## src/rtl/wb_retire_queue.sv

```systemverilog
// In-order writeback retire queue: buffers MEM results, retires them to the RF and
// trace port when the sink is ready, squashes younger work on exceptions, forwards queued writes to ID.
module wb_retire_queue #(
  parameter int DATA_W = 32,
  parameter int ADDR_W = 5,
  parameter int PC_W   = 32,
  parameter int WE_W   = 4,
  parameter int DEPTH  = 4
) (
  input  logic                                  clk,
  input  logic                                  reset,
  output logic                                  wb_allowin,
  input  logic                                  mem_to_wb_valid,
  input  logic [1+WE_W+ADDR_W+DATA_W+PC_W-1:0]  mem_to_wb_wire,
  input  logic                                  wb_flush,
  input  logic                                  trace_ready,
  output logic [PC_W-1:0]                       debug_wb_pc,
  output logic [WE_W-1:0]                       debug_wb_rf_we,
  output logic [ADDR_W-1:0]                     debug_wb_rf_wnum,
  output logic [DATA_W-1:0]                     debug_wb_rf_wdata,
  output logic [ADDR_W+DATA_W:0]                wb_rf_zip,
  input  logic [2*ADDR_W-1:0]                   fwd_raddr,
  output logic [1:0]                            fwd_hit,
  output logic [2*DATA_W-1:0]                   fwd_data,
  output logic                                  wb_ex,
  output logic [PC_W-1:0]                       wb_ex_pc,
  output logic [$clog2(DEPTH):0]                wb_count
);

  localparam int IDX_W = $clog2(DEPTH);
  localparam int CNT_W = IDX_W + 1;
  localparam int ENT_W = 1 + WE_W + ADDR_W + DATA_W + PC_W;

  logic              ent_ex    [DEPTH];
  logic [WE_W-1:0]   ent_we    [DEPTH];
  logic [ADDR_W-1:0] ent_waddr [DEPTH];
  logic [DATA_W-1:0] ent_wdata [DEPTH];
  logic [PC_W-1:0]   ent_pc    [DEPTH];

  logic [CNT_W-1:0] rd_ptr, wr_ptr, count;
  logic [IDX_W-1:0] head, tail;
  logic empty, full, push, retire, ex_retire;
  logic [DATA_W:0] fwd0, fwd1;

  assign head  = rd_ptr[IDX_W-1:0];
  assign tail  = wr_ptr[IDX_W-1:0];
  assign count = wr_ptr - rd_ptr;
  assign empty = (rd_ptr == wr_ptr);
  assign full  = (head == tail) && (rd_ptr[IDX_W] != wr_ptr[IDX_W]);

  assign wb_allowin = ~full;
  assign wb_count   = count;
  assign retire     = ~empty & trace_ready;
  assign ex_retire  = retire & ent_ex[head];
  assign push       = mem_to_wb_valid & ~full & ~wb_flush & ~ex_retire;

  assign debug_wb_pc       = ent_pc[head];
  assign debug_wb_rf_wnum  = ent_waddr[head];
  assign debug_wb_rf_wdata = ent_wdata[head];
  assign debug_wb_rf_we    = (retire && !ent_ex[head]) ? ent_we[head] : '0;
  assign wb_rf_zip         = {|debug_wb_rf_we, ent_waddr[head], ent_wdata[head]};

  // Oldest-to-youngest walk so the last (youngest) qualifying entry wins.
  function automatic logic [DATA_W:0] fwd_lookup(input logic [ADDR_W-1:0] addr);
    logic [DATA_W:0]  res;
    logic [CNT_W-1:0] pos;
    res = '0;
    for (int i = 0; i < DEPTH; i++) begin
      pos = rd_ptr + CNT_W'(i);
      if ((CNT_W'(i) < count) && (ent_we[pos[IDX_W-1:0]] != '0) &&
          !ent_ex[pos[IDX_W-1:0]] && (addr != '0) &&
          (ent_waddr[pos[IDX_W-1:0]] == addr))
        res = {1'b1, ent_wdata[pos[IDX_W-1:0]]};
    end
    return res;
  endfunction

  always_comb begin
    fwd0     = fwd_lookup(fwd_raddr[ADDR_W-1:0]);
    fwd1     = fwd_lookup(fwd_raddr[2*ADDR_W-1:ADDR_W]);
    fwd_hit  = {fwd1[DATA_W], fwd0[DATA_W]};
    fwd_data = {fwd1[DATA_W-1:0], fwd0[DATA_W-1:0]};
  end

  // Pointer and exception-pulse state.
  always_ff @(posedge clk) begin
    if (reset) begin
      rd_ptr   <= '0;
      wr_ptr   <= '0;
      wb_ex    <= 1'b0;
      wb_ex_pc <= '0;
    end else begin
      wb_ex <= ex_retire;
      if (ex_retire)
        wb_ex_pc <= ent_pc[head];
      if (push)
        wr_ptr <= wr_ptr + 1'b1;
      // Flush and exception both squash everything behind the head; push is already blocked.
      if (ex_retire || wb_flush)
        rd_ptr <= wr_ptr;
      else if (retire)
        rd_ptr <= rd_ptr + 1'b1;
    end
  end

  // Entry storage, cleared on reset so the idle debug fields are never X.
  always_ff @(posedge clk) begin
    if (reset) begin
      for (int i = 0; i < DEPTH; i++) begin
        ent_ex[i]    <= 1'b0;
        ent_we[i]    <= '0;
        ent_waddr[i] <= '0;
        ent_wdata[i] <= '0;
        ent_pc[i]    <= '0;
      end
    end else if (push) begin
      ent_ex[tail]    <= mem_to_wb_wire[ENT_W-1];
      ent_we[tail]    <= mem_to_wb_wire[PC_W+DATA_W+ADDR_W +: WE_W];
      ent_waddr[tail] <= mem_to_wb_wire[PC_W+DATA_W +: ADDR_W];
      ent_wdata[tail] <= mem_to_wb_wire[PC_W +: DATA_W];
      ent_pc[tail]    <= mem_to_wb_wire[PC_W-1:0];
    end
  end

endmodule

```

## config.mk

```make
export PLATFORM = sky130hd
export DESIGN_NAME = wb_retire_queue
export DESIGN_NICKNAME = d
export VERILOG_FILES = /design/src/rtl/wb_retire_queue.sv
export SDC_FILE = /design/constraint.sdc
export NUM_CORES = 1
export LEC_CHECK = 0
export ABC_AREA = 0
export CAP_MARGIN = 20
export CORE_MARGIN = 2
export CORE_UTILIZATION = 45
export CTS_BUF_LIST = sky130_fd_sc_hd__clkbuf_2
export CTS_CLUSTER_SIZE = 10
export DETAILED_ROUTE_END_ITERATION = 8
export PLACE_DENSITY = 0.77
export SYNTH_ARGS = -nofsm -noshare
export SYNTH_HDL_FRONTEND = slang
export SYNTH_SLANG_ARGS = --single-unit
```

## constraint.sdc

```tcl
create_clock -name clk -period 6.2 [get_ports clk]
set_input_delay 1.24 -clock clk [delete_from_list [all_inputs] [get_ports clk]]
set_output_delay 1.24 -clock clk [all_outputs]
set_load 0.03 [all_outputs]
```

# --- After elaboration in Yosys (flattened, before gate mapping) ---
# Memories as Yosys holds them, arrays and structs flattened. A register that Yosys moved wholly into a read port is not among the register bits.
# Index checks and enable logic that the tools add are counted.
totals:
  regBits: 39
  mem_bits_rw: 296
  input_bits: 89
  output_inout_bits: 214
  memories: 5
memory_table:
  columns: ["name", "depth", "word_bits", "read_ports", "rd_clocked_by_memory_dff", "write_ports", "line", "text"]
  rows:
  - ["ent_pc", 4, 32, 1, 1, 4, "38", "logic [PC_W-1:0] ent_pc [DEPTH];"]
  - ["ent_wdata", 4, 32, 4, 1, 4, "37", "logic [DATA_W-1:0] ent_wdata [DEPTH];"]
  - ["ent_waddr", 4, 5, 4, 1, 4, "36", "logic [ADDR_W-1:0] ent_waddr [DEPTH];"]
  - ["ent_we", 4, 4, 4, 1, 4, "35", "logic [WE_W-1:0] ent_we [DEPTH];"]
  - ["ent_ex", 4, 1, 4, 1, 4, "34", "logic ent_ex [DEPTH];"]
op_classes:
  n_addsub: 5
  order_cmp: 4
  eq_ne: 11
  mux: 41
  bitwise: 9
  reduce_logical: 44
ops:
  columns: ["operator", "n"]
  rows:
  - ["33-bit two-way mux", 8]
  - ["32-bit two-way mux", 2]
  - ["32-bit OR reduction", 2]
  - ["5-bit == test", 8]
  - ["2-bit two-way mux", 15]
  - ["1-bit logical AND", 26]
  - ["4-bit nonzero test", 4]
  - ["1-bit two-way mux", 11]
  - ["5-bit nonzero test", 2]
  - ["4-bit two-way mux", 2]
  - ["4-bit OR reduction", 2]
  - ["3-bit by 1-bit adder with 3-bit output (second input constant)", 2]
  - ["1-bit by 3-bit < comparator with 1-bit output (first input constant)", 2]
  - ["2-bit by 3-bit < comparator with 1-bit output (first input constant)", 2]
  - ["3-bit two-way mux", 2]
  - ["1-bit AND", 5]
  - ["5-bit two-way mux", 1]
  - ["5-bit OR reduction", 1]
  - ["2-bit adder (second input constant)", 2]
  - ["1-bit zero test", 4]
  - ["1-bit NOT", 4]
  - ["3-bit == test", 1]
  - ["3-bit subtractor", 1]
  - ["2-bit == test", 1]
  - ["other kinds (4)", 4]

# --- Depth between registers and ports, before layout ---
# Gate-level depths: netlist of the first run.
depth:
  word_depth: 11
  depth_mapped: 13

# --- Worst setup path after synthesis of the first run ---
# Ideal clock, no wire load.
synth_timing:
  path_type: "register -> output"
  startpoint: "register rd_ptr[1]"
  endpoint: "output fwd_data[10]"
  t_arrival_ns: 3.554
  path_slack_ns: 1.406
  stages_incl_launch_ff: 12
  n_path_buf: 4
  path_cell_list: "dfxtp_1 clkbuf_1 inv_1 fa_1 xnor3_1 o311ai_1 or4_1 buf_2 nor2b_1 clkbuf_1 buf_2 a21oi_1"
synth_via:
  elab_chain_len: 10
synth_lines:
  columns: ["item", "line", "text"]
  rows:
  - ["from (decl)", "40", "logic [CNT_W-1:0] rd_ptr, wr_ptr, count;"]
  - ["from (signal assigned)", "100", "rd_ptr <= wr_ptr;"]
  - ["from (signal assigned)", "102", "rd_ptr <= rd_ptr + 1'b1;"]
  - ["3-bit subtractor (*)", "47", "assign count = wr_ptr - rd_ptr;"]
  - ["net wb_count[2]", "27", "output logic [$clog2(DEPTH):0] wb_count"]
  - ["1-bit by 3-bit < comparator with 1-bit output", "70", "if ((CNT_W'(i) < count) && (ent_we[pos[IDX_W-1:0]] != '0) &&"]
  - ["1-bit logical AND (2 in a row)", null, null]
  - ["1-bit logical AND (2 in a row)", "71", "!ent_ex[pos[IDX_W-1:0]] && (addr != '0) &&"]
  - ["33-bit two-way mux (3 in a row)", "70", null]
  - ["33-bit two-way mux (*)", "70", null]
  - ["to (decl)", "24", "output logic [2*DATA_W-1:0] fwd_data,"]
# Mark *: on every way through the listed nets, which the timed path passes. The rest lies on a longest branch.

# --- Final worst setup path of the first run ---
layout_timing:
  startpoint: "register wr_ptr[0]"
  endpoint: "output fwd_data[16]"
layout_via:
  elab_chain_len: 10
layout_lines:
  columns: ["item", "line", "text"]
  rows:
  - ["from (decl)", "40", null]
  - ["from (signal assigned)", "97", "wr_ptr <= wr_ptr + 1'b1;"]
  - ["3-bit subtractor (*)", "47", null]
  - ["1-bit by 3-bit < comparator with 1-bit output", "70", null]
  - ["1-bit logical AND (2 in a row)", null, null]
  - ["1-bit logical AND (2 in a row)", "71", null]
  - ["33-bit two-way mux (3 in a row)", "70", null]
  - ["33-bit two-way mux (*)", "70", null]
# Mark *: on every way between the ends. The rest lies on a longest branch, timed or not.

==> results of run 1 <==
==> cell type report <==
type	count	area share, %
sequential	337	40.8
multi-input combinational	933	38.1
timing repair buffer	354	14.6
tap	585	3.07
clock buffer	132	2.77
clock inverter	26	0.609
inverter	4	0.0630
antenna	3	0.0315
==> stage by stage <==
stage                     hold slack (ps)  cell area [um^2]  power [mW]
final                                 461             23800        6.03
after global routing                  471             23800        6.30
after CTS                             459             23700        6.06
after detailed placement              446             22900        4.54
after global placement                442             22900        4.51
after floorplan                       531             19600        3.96
==> where the power goes <==
group / internal, mW / switching, mW
logic: 0.806 / 1.03
clock network: 0.613 / 0.924
registers: 2.58 / 0.0822
total: 4.00 / 2.03
==> worst max path at each step <==
stage	start	end	slack (ps)	cells after the start
finish	wr_ptr[0]	fwd_data[16]	230	14
global route	wr_ptr[0]	fwd_data[16]	0.5	14
CTS	wr_ptr[0]	fwd_data[15]	1	14
detailed placement	fwd_raddr[1]	fwd_data[13]	520	9
global placement	fwd_raddr[5]	fwd_data[36]	570	9
floorplan	rd_ptr[1]	fwd_data[10]	1410	11
==> kinds of logic after synthesis <==
logic type | Yosys count | share of synthesized area [%]
flip-flops | 337 | 49.6
XOR/XNOR | 47 | 2.17
AND/OR/NAND/NOR | 474 | 13.9
adder cells (fa/ha/maj) | 5 | 0.358
AO/OA/AOI/OAI | 214 | 7.89
multiplexers | 193 | 21.7
buffers and inverters | 172 | 4.49
==> registers in the layout, summed over array words and instances (netlist names), named ones only <==
name / count
ent_pc: 128
ent_wdata: 128
wb_ex_pc: 32
ent_waddr: 20
ent_we: 16
ent_ex: 4
rd_ptr: 3
wr_ptr: 3
wb_ex: 1
==> cell usage after synthesis, types with 2 or more instances <==
cell      instances  area share, %
a22oi_1          32            1.2
nand3b_1          3           0.11
nor3_1            9           0.23
or4_1             3           0.11
edfxtp_1        296             45
nand4_1           7           0.22
mux4_1            2           0.27
o22ai_1          64            2.0
and3_1            3          0.096
inv_1             4          0.077
nand2_1          72            1.4
or2_2             6           0.19
o311ai_1          2          0.089
nor2_2            2          0.064
buf_2            30           0.77
a221oi_1         12           0.54
o221ai_1          4           0.18
nand2b_1          7           0.22
a21oi_1          67            1.7
xor2_1           13           0.58
o21ai_0           2          0.051
ha_1              4           0.26
nor2b_1           3          0.096
and2_1          302            9.6
nor2_1           43           0.82
a221oi_2         20            1.5
or4_4             2           0.11
buf_6             6           0.34
mux2i_1           9           0.46
nor4_1            6           0.19
buf_4            40            1.5
mux4_2          182             21
dfxtp_1          41            4.2
buf_1            13           0.25
xnor2_1          33            1.5
nor4_4            2           0.22
clkbuf_1         78            1.5
==> what timing repair did <==
item / in CTS / in global routing
endpoints found under the setup margin: 63 / 35
setup buffers: 4 / 7
pin swaps: 2 / 1
gates resized for setup: 28 / 24
==> worst max-delay path: cells and delay by family (launching register included) <==
| kind | cells | cell delay, ps |
|---|---|---|
| adder cells (fa/ha/maj) | 2 | 520 |
| AND/OR/NAND/NOR | 3 | 660 |
| buffers and inverters | 5 | 1210 |
| XOR/XNOR | 1 | 330 |
| flip-flops | 1 | 400 |
| AO/OA/AOI/OAI | 3 | 610 |
==> metal layers <==
| layer | vias to the layer above | track usage [%] | share of wire [%] |
|---|---|---|---|
| li1 | 6150 | - | - |
| met1 | 6998 | 29.9 | 38 |
| met2 | 749 | 41.6 | 51 |
| met3 | 124 | 5.13 | 8.6 |
| met4 | 6 | 9.02 | 2.6 |
| met5 | - | 0 | 0.065 |
==> out/results.ini, run 1 <==
[synthesis]
avgSynthCellArea_um2=13.6
netlist_instances=1442
synth.ff_latch_count=337
async_flop_share_pct=0
synth_flop_cell=edfxtp_1
synth-edff-count=296
ys_warn_count=0
yosysUniqueCellTypes=55
syn-cell-area_um2=19600
synth-seq-area-share_pct=49.6
synth_fp_nets=1536

[floorplanning]
rows=76
core-area_um2=43000
initial_core_util_pct=45.6
fp.dieH_um=213
boundaryPins=303
dieArea_um2=45200
die_x_um=213

[hold_path]
hold_end=wb_ex_pc[30]
holdCritPathClass=flip-flop to flip-flop
min-delay-start=wb_ex_pc[30]
worstHoldPathCells=2

[route]
viasPerCell=5.91
postRouteAntennaNets=0
vias=14027
drt-total-wl_mm=54.2
route.detailed.drc=0
drtPass1Iterations=7
drt_iter0_drc=1391
wl_per_cell_um=22.8

[cells_and_area]
drive_above_1_share_pct=24.1
utilization_pct=55.4
n_fill_cell=3537
multi_input_area_um2=9070
mostFrequentLayoutCell=and2_1
final_nets=1809
areaGrowthSynthToFinish_pct=21.6
ff_latch_area_um2=9720
finalNonFillerCells=2374
mostFrequentLayoutCells=302 x and2_1, 296 x edfxtp_1, 252 x clkdlybuf4s50_1

[place]
place_ws_ps=518
place_inst=2202
place.gp.congestion=0.883
numPortBuffers=302
dp_hpwl_mm=34.4

[timing]
timing.fmax_mhz=168
hold_viol_final=0
period_needed_ps=5970
setup_tns_ps=0
setup_ws_ps=235
fin_worst_skew_ps=52.4
setup_viol=0
relSlewSlack_pct=37.3
finalCritPeriodShare_pct=96.2
rsz0062_at_grt=no
worst_slew_pin_slew_ps=941
maxSlewViolCount=0

[worst_setup_path]
crit_path_cell_trace=inv_1 > ha_1 > inv_1 > fa_1 > xnor3_2 > nor2_1 > a211o_1 > or4_4 > nor2_4 > buf_12 > buf_4 > a22oi_1 > a21oi_1 > clkdlybuf4s50_1
crit_required_ps=4960
worst_ep_arrival_time_ps=4730
cp_slowest_cell=clkdlybuf4s50_1
path_common_cell=inv_1
r2r-end=ent_wdata[2][5]
rrSetupSlack_ps=1980
critPathMaxFanout=14
crit_path_start_kind=flip-flop
criticalPathCategory=flip-flop to output pin
worstRegToRegCells=10
cp_slowest_stage_delay_ps=680
cp-end-kind=output pin
r2r_start=wr_ptr[0]

[global_routing]
grt_pass1_vias=14227
grt_max_degree=75
antenna_found_initial=6
grt_pass1_wl_mm=82.6
grt-ovfl-total=0
grt_usage_pct=24.1

[pwr]
powerDensity_nw_per_um2=253
p_leak_nw=8.71
vdd_ir_drop_max_v=0.000171

[clock_network]
hold_buffers=0
cts_tree=yes
htreeDepth=3
clock_latency_ps=980
cts.clk_slew.worst_paths_ps=100
cts_buffer_depth=3
cts_root_buf=clkbuf_2
numCtsBuffers=85
cts.sinks=337

[job]
maxCapViolations=0

[status]
outcome=completed

Power figures use the tool's default switching activity.
==> run 2: changes to the inputs <==
--- a/config.mk
+++ b/config.mk
@@ -7,7 +7,7 @@
 export LEC_CHECK = 0
 export ABC_AREA = 0
 export CAP_MARGIN = 20
-export CORE_MARGIN = 2
+export CORE_MARGIN = 10
 export CORE_UTILIZATION = 45
 export CTS_BUF_LIST = sky130_fd_sc_hd__clkbuf_2
 export CTS_CLUSTER_SIZE = 10
==> run 2 against run 1 <==
Compared with the run above: flip-flop and latch count unchanged; global-route usage decreased by 2.9 points; clock skew grew 19 ps.
==> out/results.ini, run 2 (synthesis gave the netlist of run 1 again) <==
[pwr]
power_frac_seq_pct=44.2
p_sw_mw=2.03
total_power_mw=6.04
p_sw_share_pct=33.5
vdd_ir_drop_max_v=0.000200
clkPwrFrac_pct=25.6
p_leak_nw=8.91
p_int_mw=4.02
combPwrFrac_pct=30.3
powerDensity_nw_per_um2=254

[route]
route.detailed.drc=0
drt_iter0_drc=1410
vias=14009
postRouteAntennaNets=0
drt-total-wl_mm=56.5
drtPass1Iterations=5
viasPerCell=5.94
wl_per_cell_um=24.0

[job]
maxCapViolations=0

[clock_network]
numCtsBuffers=85
cts.clk_slew.worst_paths_ps=110
cts_buffer_depth=3
cts.sinks=337
cts_root_buf=clkbuf_2
htreeDepth=3
hold_buffers=0
cts_tree=yes
clock_latency_ps=980

[floorplanning]
dieArea_um2=52300
rows=76
boundaryPins=303
fp.dieH_um=229
die_x_um=229
core-area_um2=43100
initial_core_util_pct=45.5

[status]
outcome=completed

[timing]
fin_worst_skew_ps=71.0
relSlewSlack_pct=35.1
setup_viol=0
setup_ws_ps=281
rsz0062_at_grt=no
period_needed_ps=5920
timing.fmax_mhz=169
finalCritPeriodShare_pct=95.5
worst_slew_pin_slew_ps=973
setup_tns_ps=0
maxSlewViolCount=0
hold_viol_final=0

[hold_path]
holdCritPathClass=flip-flop to flip-flop

[place]
numPortBuffers=302
place_inst=2192
place.gp.congestion=0.863
placed_cell_area_um2=22800
place_ws_ps=391
dp_hpwl_mm=35.3

[worst_setup_path]
cp_slowest_stage_delay_ps=620
worst_ep_arrival_time_ps=4680
cp-end-kind=output pin
cp_slowest_cell=or4_1
critPathMaxFanout=32
crit_path_start_kind=flip-flop
crit_path_cell_trace=inv_1 > ha_1 > inv_1 > fa_1 > xnor3_1 > nor2_1 > a211o_1 > or4_1 > nor2_4 > buf_12 > a221oi_1 > nor2_1 > dlygate4sd2_1
criticalPathCategory=flip-flop to output pin
crit_required_ps=4960

[cells_and_area]
drive_above_1_share_pct=23.2
mostFrequentLayoutCell=and2_1
top_regs=ent_pc (128), ent_wdata (128), wb_ex_pc (32)
mostFrequentLayoutCells=302 x and2_1, 296 x edfxtp_1, 236 x clkdlybuf4s50_1
finalNonFillerCells=2358
design_area_um2=23800
areaGrowthSynthToFinish_pct=21.7
final_nets=1795

[global_routing]
antenna_found_initial=5
grt-ovfl-total=0
grt_pass1_wl_mm=86.6
grt_usage_pct=21.2
grt_pass1_vias=14611
grt_max_degree=75

## run 2: timing repair
action	in CTS	in global routing
setup endpoints to repair	62	32
pin swaps	2	0
resized for setup	39	32
gates cloned	2	0
buffers inserted	5	0
## run 2: per-layer routing
metal,wire (um),track usage [%],vias up
li1,-,-,6125
met1,21000,24.7,7063
met2,28800,36.8,701
met3,5040,5.60,114
met4,1620,8.46,6
met5,31,0,-
## run 2: layout make-up
cell class	instances	area, um^2
fillers	3539	19200
flip-flops and latches	337	9720
multi-input cells	935	9120
repair buffers	338	3420
well taps	585	732
clock buffers	127	636
clock inverters	30	186
inverters	4	15.0
diodes	2	5.00
## run 2: critical path, delay by kind of cell (launching register included)
family          cells  cell delay [ps]
compound gates      2              530
xor+xnor            1              380
fa+ha+maj           2              520
buf+inv             4              830
flops               1              410
simple gates        4              970
## run 2: path summary, 6_finish.rpt
kind / start / depth (start not counted) / slack, ps / endpoint
worst min-delay path: wb_ex_pc[17] / 2 / 460 / wb_ex_pc[17]
worst max register to register: flip-flop / 8 / 2280 / ent_wdata[2][9]
worst min register to register: wb_ex_pc[17] / 2 / 460 / wb_ex_pc[17]
worst max-delay path: wr_ptr[0] / 13 / 280 / fwd_data[35]
## run 2: stage by stage
step / hold slack [ps] / utilization [%]
global placement: 442 / 53.0
detailed placement: 446 / 53.0
finish: 461 / 55.3
global route: 476 / 55.3
floorplan: 531 / -
CTS: 461 / 55.1
## run 2: power by group through the flow
stage	Combinational (mW)	Sequential [mW]	Clock [mW]
2_1_floorplan	1.25	2.70	0
4_1_cts	1.85	2.67	1.60
5_1_grt	1.94	2.69	1.72
3_5_place_dp	1.82	2.73	0
6_report	1.83	2.67	1.55
3_3_place_gp	1.80	2.72	0
==> run 3: changes to the inputs <==
--- a/config.mk
+++ b/config.mk
@@ -13,6 +13,7 @@
 export CTS_CLUSTER_SIZE = 10
 export DETAILED_ROUTE_END_ITERATION = 8
 export PLACE_DENSITY = 0.77
+export SLEW_MARGIN = 20
 export SYNTH_ARGS = -nofsm -noshare
 export SYNTH_HDL_FRONTEND = slang
 export SYNTH_SLANG_ARGS = --single-unit
==> results of run 3 <==
Final layout, timing and power as in run 2 (identical DEF).
